$ cat src/rtl/prog_loader.sv
// Program loader: accepts a LEN/payload/checksum byte stream and writes the payload
// into CPU memory. The CPU is released from reset only after the checksum verifies.
module prog_loader #(
  parameter int ADDR_WIDTH = 5,
  parameter int DATA_WIDTH = 8,
  parameter int MEM_DEPTH  = 32
) (
  input  logic                  clk,
  input  logic                  rst,
  input  logic                  start,
  input  logic [DATA_WIDTH-1:0] rx_data,
  input  logic                  rx_valid,
  output logic                  rx_ready,
  output logic [ADDR_WIDTH-1:0] mem_addr,
  output logic [DATA_WIDTH-1:0] mem_data,
  output logic                  mem_wr,
  output logic                  cpu_rst,
  input  logic                  halt,
  output logic                  done,
  output logic                  error,
  output logic                  halted
);

  localparam int          CW       = ADDR_WIDTH + 1;
  localparam logic [31:0] LP_DEPTH = MEM_DEPTH;

  typedef enum logic [2:0] {
    S_IDLE,
    S_LEN,
    S_LOAD,
    S_CSUM,
    S_RUN,
    S_ERR
  } state_t;

  state_t                r_state;
  state_t                w_next;
  logic [CW-1:0]         r_len;
  logic [CW-1:0]         r_idx;
  logic [CW-1:0]         w_idx_inc;
  logic [DATA_WIDTH-1:0] r_sum;
  logic [DATA_WIDTH-1:0] w_sum_add;
  logic                  w_xfer;
  logic                  w_len_ok;

  logic                  r_rx_ready;
  logic [ADDR_WIDTH-1:0] r_mem_addr;
  logic [DATA_WIDTH-1:0] r_mem_data;
  logic                  r_mem_wr;
  logic                  r_cpu_rst;
  logic                  r_done;
  logic                  r_error;
  logic                  r_halted;

  assign w_xfer    = rx_valid && r_rx_ready;
  assign w_idx_inc = r_idx + 1'b1;
  assign w_sum_add = r_sum + rx_data;
  assign w_len_ok  = (rx_data != '0) && (32'(rx_data) <= LP_DEPTH);

  always_comb begin
    w_next = r_state;
    case (r_state)
      S_IDLE:  if (start) w_next = S_LEN;
      S_LEN:   if (w_xfer) w_next = w_len_ok ? S_LOAD : S_ERR;
      S_LOAD:  if (w_xfer && (w_idx_inc == r_len)) w_next = S_CSUM;
      S_CSUM:  if (w_xfer) w_next = (w_sum_add == '0) ? S_RUN : S_ERR;
      S_RUN:   if (start) w_next = S_LEN;
      S_ERR:   if (start) w_next = S_LEN;
      default: w_next = S_IDLE;
    endcase
  end

  // Status outputs are registered from the next state so they line up with r_state;
  // this also drops halted on the same edge that leaves RUN.
  always_ff @(posedge clk or negedge rst) begin
    if (!rst) begin
      r_state    <= S_IDLE;
      r_len      <= '0;
      r_idx      <= '0;
      r_sum      <= '0;
      r_rx_ready <= 1'b0;
      r_mem_addr <= '0;
      r_mem_data <= '0;
      r_mem_wr   <= 1'b0;
      r_cpu_rst  <= 1'b0;
      r_done     <= 1'b0;
      r_error    <= 1'b0;
      r_halted   <= 1'b0;
    end else begin
      r_state    <= w_next;
      r_rx_ready <= (w_next == S_LEN) || (w_next == S_LOAD) || (w_next == S_CSUM);
      r_cpu_rst  <= (w_next == S_RUN);
      r_done     <= (w_next == S_RUN);
      r_error    <= (w_next == S_ERR);
      r_halted   <= halt && (w_next == S_RUN);
      r_mem_wr   <= 1'b0;
      if ((r_state == S_LEN) && w_xfer) begin
        r_len <= rx_data[CW-1:0];
        r_idx <= '0;
        r_sum <= '0;
      end
      if ((r_state == S_LOAD) && w_xfer) begin
        r_mem_wr   <= 1'b1;
        r_mem_addr <= r_idx[ADDR_WIDTH-1:0];
        r_mem_data <= rx_data;
        r_idx      <= w_idx_inc;
        r_sum      <= w_sum_add;
      end
    end
  end

  assign rx_ready = r_rx_ready;
  assign mem_addr = r_mem_addr;
  assign mem_data = r_mem_data;
  assign mem_wr   = r_mem_wr;
  assign cpu_rst  = r_cpu_rst;
  assign done     = r_done;
  assign error    = r_error;
  assign halted   = r_halted;

endmodule

$ cat config.mk
export PLATFORM = sky130hd
export DESIGN_NAME = prog_loader
export DESIGN_NICKNAME = d
export VERILOG_FILES = /design/src/rtl/prog_loader.sv
export SDC_FILE = /design/constraint.sdc
export NUM_CORES = 1
export LEC_CHECK = 0
export BUFFER_PORTS_ARGS = -buffer_cell sky130_fd_sc_hd__buf_2
export CAP_MARGIN = 20
export CORE_MARGIN = 2
export CORE_UTILIZATION = 50
export CTS_CLUSTER_SIZE = 40
export DETAILED_ROUTE_END_ITERATION = 8
export GPL_TIMING_DRIVEN = 0
export PLACE_DENSITY = 0.84
export RECOVER_POWER = 100
export SYNTH_ARGS = -nofsm -noshare
export SYNTH_HDL_FRONTEND = slang
export SYNTH_SLANG_ARGS = --single-unit
$ cat constraint.sdc
create_clock -name clk -period 2.3 [get_ports clk]
set_input_delay 0.345 -clock clk [delete_from_list [all_inputs] [get_ports clk]]
set_output_delay 0.345 -clock clk [all_outputs]
set_load 0.02 [all_outputs]
# == After elaboration in Yosys (flattened, before gate mapping) ==
# Index checks and enable logic that the tools add are counted.
# op_classes
add_sub_neg,2
magnitude_cmp,1
n_eq_ne,11
muxes,12
reduce_logical,13
# ops
op,count
$mux W8,2
$mux W3,5
$eq A3 B2 Y1 const B,4
$eq A3 B3 Y1 const B,4
$mux W6,2
$pmux W3 S4,1
$add A8 B8 Y8,1
$le A8 B6 Y1 const B,1
$logic_not A8 Y1,1
$reduce_bool A8 Y1,1
$add A6 B1 Y6 const B,1
$eq A3 B1 Y1 const B,2
$eq A6 B6 Y1,1
$logic_and A1 B1 Y1,6
$logic_not A3 Y1,1
$reduce_or A3 Y1,1
$logic_or A1 B1 Y1,2
$mux W1,2
$reduce_bool A2 Y1,1
# word_totals
register_bits,41
in_bits,13
output_inout_bits,19
wordCells,50

# == Depth between registers and ports, before layout ==
# Gate-level depths: netlist of run 1.
# depth
word_depth,8
ltp_mapped,8
ltp_nobuf,8

# == Least setup slack after synthesis of run 1 ==
# OpenSTA, ideal clock, no wires.
# synth_path
path_kind,reg2reg
from,register r_sum[0]
to,"register r_rx_ready, in the netlist rx_ready"
setup_ps,119
arrival_time_ps,2152
required_ps,2181
slack_ps,29
stages_incl_launch_ff,9
path_buffers,0
period_less_slack_ps,2271
cell_sequence,dfrtp_1 ha_1 fa_1 a211oi_2 o21bai_1 a21oi_1 mux2i_1 o211ai_4 o21ba_1
# synth_between
elab_chain_cells,8
word_cells_on_any_way,10
classes_between,1 x add/sub; 3 x eq/ne; 3 x mux; 3 x reduce/logical
# synth_lines
item,line_no,rtl
"start, declared",41,logic [DATA_WIDTH-1:0] r_sum;
"start signal, assigned",107,r_sum <= w_sum_add;
$add A8 B8 Y8 (*),57,assign w_sum_add = r_sum + rx_data;
$logic_not A8 Y1 (*),66,S_CSUM: if (w_xfer) w_next = (w_sum_add == '0) ? S_RUN : S_ERR;
$mux W1 (*),66,
$mux W3 (*),66,
$pmux W3 S4 (*),62,case (r_state)
via w_next[0],37,state_t w_next;
$eq A3 B1 Y1 or $eq A3 B2 Y1 (tied branches),91,r_rx_ready <= (w_next == S_LEN) || (w_next == S_LOAD) || (w_next == S_CSUM);
$logic_or A1 B1 Y1,91,
$logic_or A1 B1 Y1 (*),91,
"end signal, assigned",91,
"end, declared",46,logic r_rx_ready;
# Mark *: on every way through the listed nets, which the timed path passes. The rest lies on a longest branch.
# A chain may end at the register's enable or synchronous reset.

# == Final worst setup path of run 1 ==
# Same ends and word-level chain as after synthesis.

==> results of run 1 <==
through the flow:
stage                     cell area [sq um]    util  setup slack [ps]  hold WS [ps]
after floorplan                        2197       -             28.94         49.41
after global placement                 2417  0.5629            -270.4         453.2
after detailed placement               2417  0.5629            -297.9         457.4
after CTS                              2529  0.5889             4.919         202.2
after global routing                   2541  0.5918            -116.1         264.2
final                                  2541  0.5918            -14.71         200.6
repair_timing:
item,CTS,global route
setup buffers,2,4
pin swaps,4,5
endpoints found under the setup margin,5,4
gates resized for setup,3,5
power by group through the flow:
stage | logic, mW | clock network (mW) | registers, mW
after floorplan | 0.417 | 0 | 1.01
after global placement | 0.629 | 0 | 0.952
after detailed placement | 0.641 | 0 | 0.960
after CTS | 0.648 | 0.478 | 0.945
after global routing | 0.707 | 0.516 | 0.968
final | 0.641 | 0.466 | 0.947
final cells by class:
class | instances | area, sq um | area share
clock inverter | 3 | 17.52 | 0.006893
buffer | 7 | 30.03 | 0.01182
sequential | 41 | 1026 | 0.4037
multi-input combinational | 162 | 1142 | 0.4495
inverter | 4 | 15.01 | 0.005908
timing repair buffer | 37 | 176.4 | 0.06942
tap | 52 | 65.06 | 0.02560
clock buffer | 5 | 68.82 | 0.02708
worst max-delay path: stages, from the launching register on:
cell and delay (ps):
dfrtp_1 420, ha_4 180, fa_2 420, a211oi_4 250, o21bai_1 140, a21oi_2 210, mux2i_2 290, o211ai_4 130
o21ba_1 180
layer usage:
metal,GRT usage,wire (um),vias to the layer above
li1,-,-,834
met2,0.3218,2165,49
met3,0.04618,256,13
met4,0.1132,136,0
met5,0,0,-
met1,0.2493,1971,777
cells in the final DEF (no fill, tap or decap), types with 2 or more instances in the layout:
cell	Yosys	routed
nor4_1	2	2
clkbuf_1	5	25
o31ai_1	2	2
a21oi_1	3	2
nand3_1	2	2
clkinv_2	0	2
a21o_1	2	2
inv_1	4	4
o21ai_0	12	11
buf_4	1	7
xnor3_1	3	3
mux2_2	6	6
o21ba_2	2	2
ha_1	8	7
o21ai_1	1	2
nor2_1	15	16
or3_1	1	2
xor2_1	3	3
nand2_1	50	50
a22o_1	5	5
or2_0	1	2
buf_2	1	11
xnor2_1	7	7
nand4b_1	2	2
dfrtp_1	41	41
clkbuf_8	0	5
and3_1	3	3
worst max path at each step:
| stage | slack, ps | start | endpoint | cells after the start |
|---|---|---|---|---|
| after global placement | -270 | rx_data[0] | rx_ready$_DFF_PN0_ | 9 |
| after floorplan | 30 | r_sum[0]$_DFFE_PN0P_ | rx_ready$_DFF_PN0_ | 8 |
| final | -10 | r_sum[0]$_DFFE_PN0P_ | rx_ready$_DFF_PN0_ | 8 |
| after global routing | -120 | r_sum[0]$_DFFE_PN0P_ | rx_ready$_DFF_PN0_ | 8 |
| after CTS | 5 | r_sum[0]$_DFFE_PN0P_ | rx_ready$_DFF_PN0_ | 8 |
| after detailed placement | -300 | rx_data[0] | rx_ready$_DFF_PN0_ | 9 |
flip-flops by register name, indices dropped and copies added, names as in the netlist:
name / flops
mem_addr: 5
error: 1
r_state: 3
r_sum: 8
mem_data: 8
mem_wr: 1
r_len: 6
halted: 1
rx_ready: 1
done: 1
r_idx: 6
kinds of logic after synthesis:
family | count (synthesis)
mux | 7
compound gates | 41
xor+xnor | 13
flops | 41
fa+ha+maj | 9
simple gates | 92
buf+inv | 11
==> impl_metrics.py, run 1 <==
metrics = {
    "power_and_ir_drop": {
        "powerDensity_nw_per_um2": 808.2,
        "p_leak_nw": 1.221,
        "p_switching_mw": 0.6892,
        "pwr-share-clk": 0.227,
        "seqPwrFrac": 0.461,
        "power.internal_mw": 1.365,
        "power_mw": 2.054,
        "max-vdd-ir-drop_v": 0.0003777,
        "combPwrFrac": 0.312,
        "switching_share": 0.3356,
    },
    "clock_tree": {
        "clock_sinks": 41,
        "ctsHoldBuffers": 0,
        "cts_htree_levels": 2,
        "tritoncts": "yes",
        "cts_root_buffer": "clkbuf_8",
        "path_clk_slew_ps": 80,
        "clkLatencyLatePin_ps": 300,
        "cts_buffer_depth": 2,
        "cts_made_buffers": 5,
    },
    "timing": {
        "fin_crit_sh": 1.006,
        "fin_worst_skew_ps": 5.661,
        "fin_ws_ps": -14.71,
        "fin_setup_tns_ps": -14.71,
        "report.final.setup_viol": 1,
        "fin_crit_ps": 2315,
        "fmaxAchievable_ghz": 0.4320,
        "worst_pin_slew_ps": 1013,
        "rsz0062_at_grt": "true",
        "relSlewSlack": 0.3247,
        "finalMaxSlewViolations": 0,
        "hold_violations": 0,
    },
    "logic_synthesis": {
        "yosys-top-cells-count": "nand2_1 (50), dfrtp_1 (41), nor2_1 (15), o21ai_0 (12), ha_1 (8)",
        "yosys.cell_types.count": 55,
        "synthCells": 214,
        "yosysWarnings": 0,
        "synth_top_family_by_area": "simple AND/OR/NAND/NOR gates",
        "synth_edf_count": 0,
        "synth_top_area_cell": "dfrtp_1",
        "ys.flop_type": "dfrtp_1",
        "ys_top_cells_by_area": "dfrtp_1 (47%), nand2_1 (8.5%), ha_1 (4.6%), mux2_2 (3.1%), xnor3_1 (3.1%)",
        "syn_avg_cell_area_sq_um": 10.27,
        "yosys.area_share.simple": 0.2010,
        "synth_top_area_share": 0.4670,
        "synthMuxAreaShare": 0.03531,
        "synthArstFlopShare": 1.000,
        "syn_area_sq_um": 2197,
        "yosys.area_share.adder": 0.05467,
        "synth_most_common_cell": "nand2_1",
        "syn_nets": 236,
        "ys_ff_latch": 41,
        "synthXorXnorAreaFrac": 0.07062,
        "synth_compound_area_frac": 0.1503,
        "yosysSeqAreaShare": 0.4670,
    },
    "detailed_routing": {
        "drt.antenna.violating_nets": 0,
        "drtIter0Drc": 109,
        "vias": 1673,
        "vias_per_cell": 5.379,
        "wirelength_um": 4529,
        "drc": 0,
        "drt_pass1_iterations": 4,
        "wire_per_inst_um": 14.56,
    },
    "final_layout": {
        "drive_above_1_share": 0.1892,
        "syn_to_final_growth_pct": 15.66,
        "final_net_count": 280,
        "fin_cells": 311,
        "diodes": 0,
        "fill_cells": 377,
    },
    "placed_design": {
        "dp_hpwl_um": 3165,
        "port_buffers": 31,
        "place_inst": 297,
        "gp_congestion": 0.8974,
    },
    "floorplanning": {
        "die_w_um": 70.29,
        "start_util": 0.5117,
        "fp.dieH_um": 70.29,
        "row_count": 24,
        "die_area_sq_um": 4941,
        "core_region_area_sq_um": 4294,
        "num_io_pins": 32,
    },
    "setup_path": {
        "required_ps": 2490,
        "crit_path_end_kind": "register",
        "criticalPathCategory": "register to register",
        "critPathLaunchType": "register",
        "r2r-start": "r_sum[0]$_DFFE_PN0P_",
        "ff2ff_path_depth": 8,
        "r2r_setup_slack_ps": -10,
        "cp.arrival_ps": 2510,
        "worst-path-max-fanout": 5,
        "r2r_end": "rx_ready$_DFF_PN0_",
    },
    "min_path": {
        "min_path_type": "input pin to async pin",
    },
    "global_route": {
        "grt_max_degree": 42,
        "grt_overflow_total": 0,
        "antenna_found_initial": 0,
        "grt_pass1_vias": 1692,
        "grt_pass1_wl_um": 7728,
        "track_usage": 0.2011,
    },
    "job": {
        "maxCapViolCount": 0,
    },
    "run_status": {
        "violations": "negative setup slack",
        "status": "complete, but fails checks",
    },
}
Power figures use the tool's default switching activity.
==> run 2, diff against run 1 <==
==> config.mk (replaced) <==
export PLATFORM = sky130hd
export DESIGN_NAME = prog_loader
export DESIGN_NICKNAME = d
export VERILOG_FILES = /design/src/rtl/prog_loader.sv
export SDC_FILE = /design/constraint.sdc
export NUM_CORES = 1
export LEC_CHECK = 0
export BUFFER_PORTS_ARGS = -buffer_cell sky130_fd_sc_hd__clkbuf_2
export CAP_MARGIN = 20
export CORE_MARGIN = 2
export CORE_UTILIZATION = 50
export CTS_CLUSTER_SIZE = 40
export DETAILED_ROUTE_END_ITERATION = 8
export GPL_TIMING_DRIVEN = 0
export PLACE_DENSITY = 0.79
export RECOVER_POWER = 25
export SYNTH_ARGS = -nofsm -noshare
export SYNTH_HDL_FRONTEND = slang
export SYNTH_SLANG_ARGS = --single-unit
==> impl_metrics.py, run 2 (synthesis results as in run 1) <==
metrics = {
    "clock_tree": {
        "path_clk_slew_ps": 80,
        "cts_made_buffers": 5,
        "clock_sinks": 41,
        "tritoncts": "yes",
        "cts_buffer_depth": 2,
        "cts_htree_levels": 2,
        "cts_root_buffer": "clkbuf_8",
        "clkLatencyLatePin_ps": 300,
    },
    "job": {
        "maxCapViolCount": 0,
    },
    "setup_path": {
        "worst-path-max-fanout": 5,
        "startpoint": "r_sum[0]$_DFFE_PN0P_",
        "r2r_setup_slack_ps": -10,
        "crit_path_end_kind": "register",
        "worst-path-buf-inv": 0,
        "path_cells": "ha_4 > fa_2 > xor2_1 > nor4_2 > o21ai_2 > nor4_4 > o211ai_4 > o21ba_1",
        "r2r_end": "rx_ready$_DFF_PN0_",
        "crit_slowest_cell": "dfrtp_1",
        "r2r-start": "r_sum[0]$_DFFE_PN0P_",
        "critPathLaunchType": "register",
        "required_ps": 2490,
        "cp.arrival_ps": 2500,
        "critPathMaxStageDelay_ps": 420,
        "criticalPathCategory": "register to register",
        "ff2ff_path_depth": 8,
        "cpLargestDelayFamily": "adder cells",
    },
    "timing": {
        "fmaxAchievable_ghz": 0.4326,
        "worst_pin_slew_ps": 824.3,
        "fin_worst_skew_ps": 6.694,
        "relSlewSlack": 0.4505,
        "finalMaxSlewViolations": 0,
        "fin_crit_ps": 2311,
        "fin_crit_sh": 1.005,
        "hold_violations": 0,
        "rsz0062_at_grt": "true",
        "fin_ws_ps": -11.45,
        "report.final.setup_viol": 1,
    },
    "floorplanning": {
        "start_util": 0.5117,
        "row_count": 24,
        "die_w_um": 70.29,
        "num_io_pins": 32,
        "fp.dieH_um": 70.29,
        "die_area_sq_um": 4941,
        "core_region_area_sq_um": 4294,
    },
    "global_route": {
        "antenna_found_initial": 0,
        "track_usage": 0.2000,
        "grt_max_degree": 42,
        "grt_pass1_wl_um": 7659,
        "grt_overflow_total": 0,
        "grt_pass1_vias": 1596,
    },
    "power_and_ir_drop": {
        "p_leak_nw": 1.298,
        "combPwrFrac": 0.323,
        "p_switching_mw": 0.7035,
        "pwr-share-clk": 0.221,
        "max-vdd-ir-drop_v": 0.0002765,
        "power.internal_mw": 1.380,
        "power_mw": 2.083,
        "seqPwrFrac": 0.456,
        "powerDensity_nw_per_um2": 795.9,
        "switching_share": 0.3377,
    },
    "detailed_routing": {
        "wirelength_um": 4755,
        "wire_per_inst_um": 15.29,
        "vias_per_cell": 5.450,
        "drt_pass1_iterations": 4,
        "drc": 0,
        "drtIter0Drc": 95,
        "vias": 1695,
        "drt.antenna.violating_nets": 0,
    },
    "final_layout": {
        "diodes": 0,
        "syn_to_final_growth_pct": 19.13,
        "layout_commonest_cell": "nand2_1",
        "drive_above_1_share": 0.2780,
        "final_cell_mix": "nand2_1 (50), dfrtp_1 (41), clkbuf_2 (31)",
        "post-route-util": 0.6096,
        "final_net_count": 280,
    },
    "placed_design": {
        "gp_congestion": 0.7949,
        "port_buffers": 31,
        "dp_hpwl_um": 3252,
    },
    "min_path": {
        "min_path_type": "input pin to register",
        "hold_depth": 3,
        "hold_path_startpoint": "halt",
        "min_to": "halted$_DFF_PN0_",
    },
    "run_status": {
        "status": "complete, but fails checks",
        "violations": "negative setup slack",
    },
}
## run 2: cell count changes in the layout (fill, tap and decap cells not counted), sizes merged
cell,delta
dlygate4sd3,+1
clkbuf,+11
buf,-12
## run 2: area by class of cell
type / count / area, sq um
Buffer: 7 / 31.28
Clock buffer: 5 / 68.82
Clock inverter: 3 / 17.52
Fill cell: 359 / 1677
Inverter: 4 / 15.01
Multi-Input combinational cell: 162 / 1195
Sequential cell: 41 / 1026
Tap cell: 52 / 65.06
Timing Repair Buffer: 37 / 198.9
## run 2: power by group through the flow
stage	registers (mW)	clock network (mW)	logic (mW)
floorplan	1.01	0	0.417
global placement	0.955	0	0.631
detailed placement	0.962	0	0.641
CTS	0.948	0.468	0.654
global route	0.966	0.493	0.734
finish	0.950	0.461	0.672
## run 2: timing repair
item | 4_1_cts | 5_1_grt
gates resized for setup | 4 | 9
endpoints found under the hold margin | 0 | 15
hold buffers | 0 | 1
endpoints found under the setup margin | 5 | 5
setup buffers | 1 | 3
pin swaps | 4 | 4
## run 2: how the worst max path moves through the flow
stage / end / slack, ps / cells past startpoint
floorplan: rx_ready$_DFF_PN0_ / 30 / 8
global placement: rx_ready$_DFF_PN0_ / -290 / 9
detailed placement: rx_ready$_DFF_PN0_ / -320 / 9
CTS: error$_DFF_PN0_ / 20 / 7
global route: rx_ready$_DFF_PN0_ / -130 / 7
finish: rx_ready$_DFF_PN0_ / -10 / 8
## run 2: per-stage QoR
step,instance area [sq um],TNS [ps],setup slack (ps),hold WS [ps],instances
CTS,2524,0,23.88,227.7,306
global placement,2417,-1031,-286.3,457.4,297
detailed placement,2417,-1222,-324.1,461.7,297
finish,2618,-11.45,-11.45,236.9,311
floorplan,2197,0,28.94,49.41,214
global route,2618,-276.9,-128.7,252.7,311
## run 2: routing by layer
metal / vias up / part of all wire / global-route usage
met4: 0 / 0.032 / 0.08333
met3: 10 / 0.032 / 0.04040
met5: - / 0 / 0
met1: 815 / 0.43 / 0.2507
li1: 835 / - / -
met2: 35 / 0.51 / 0.3354
## run 2: worst min-delay path, delay by kind of cell
kind | cells | cell delay, ps
buffers and inverters | 1 | 80
and+or+nand+nor | 2 | 70
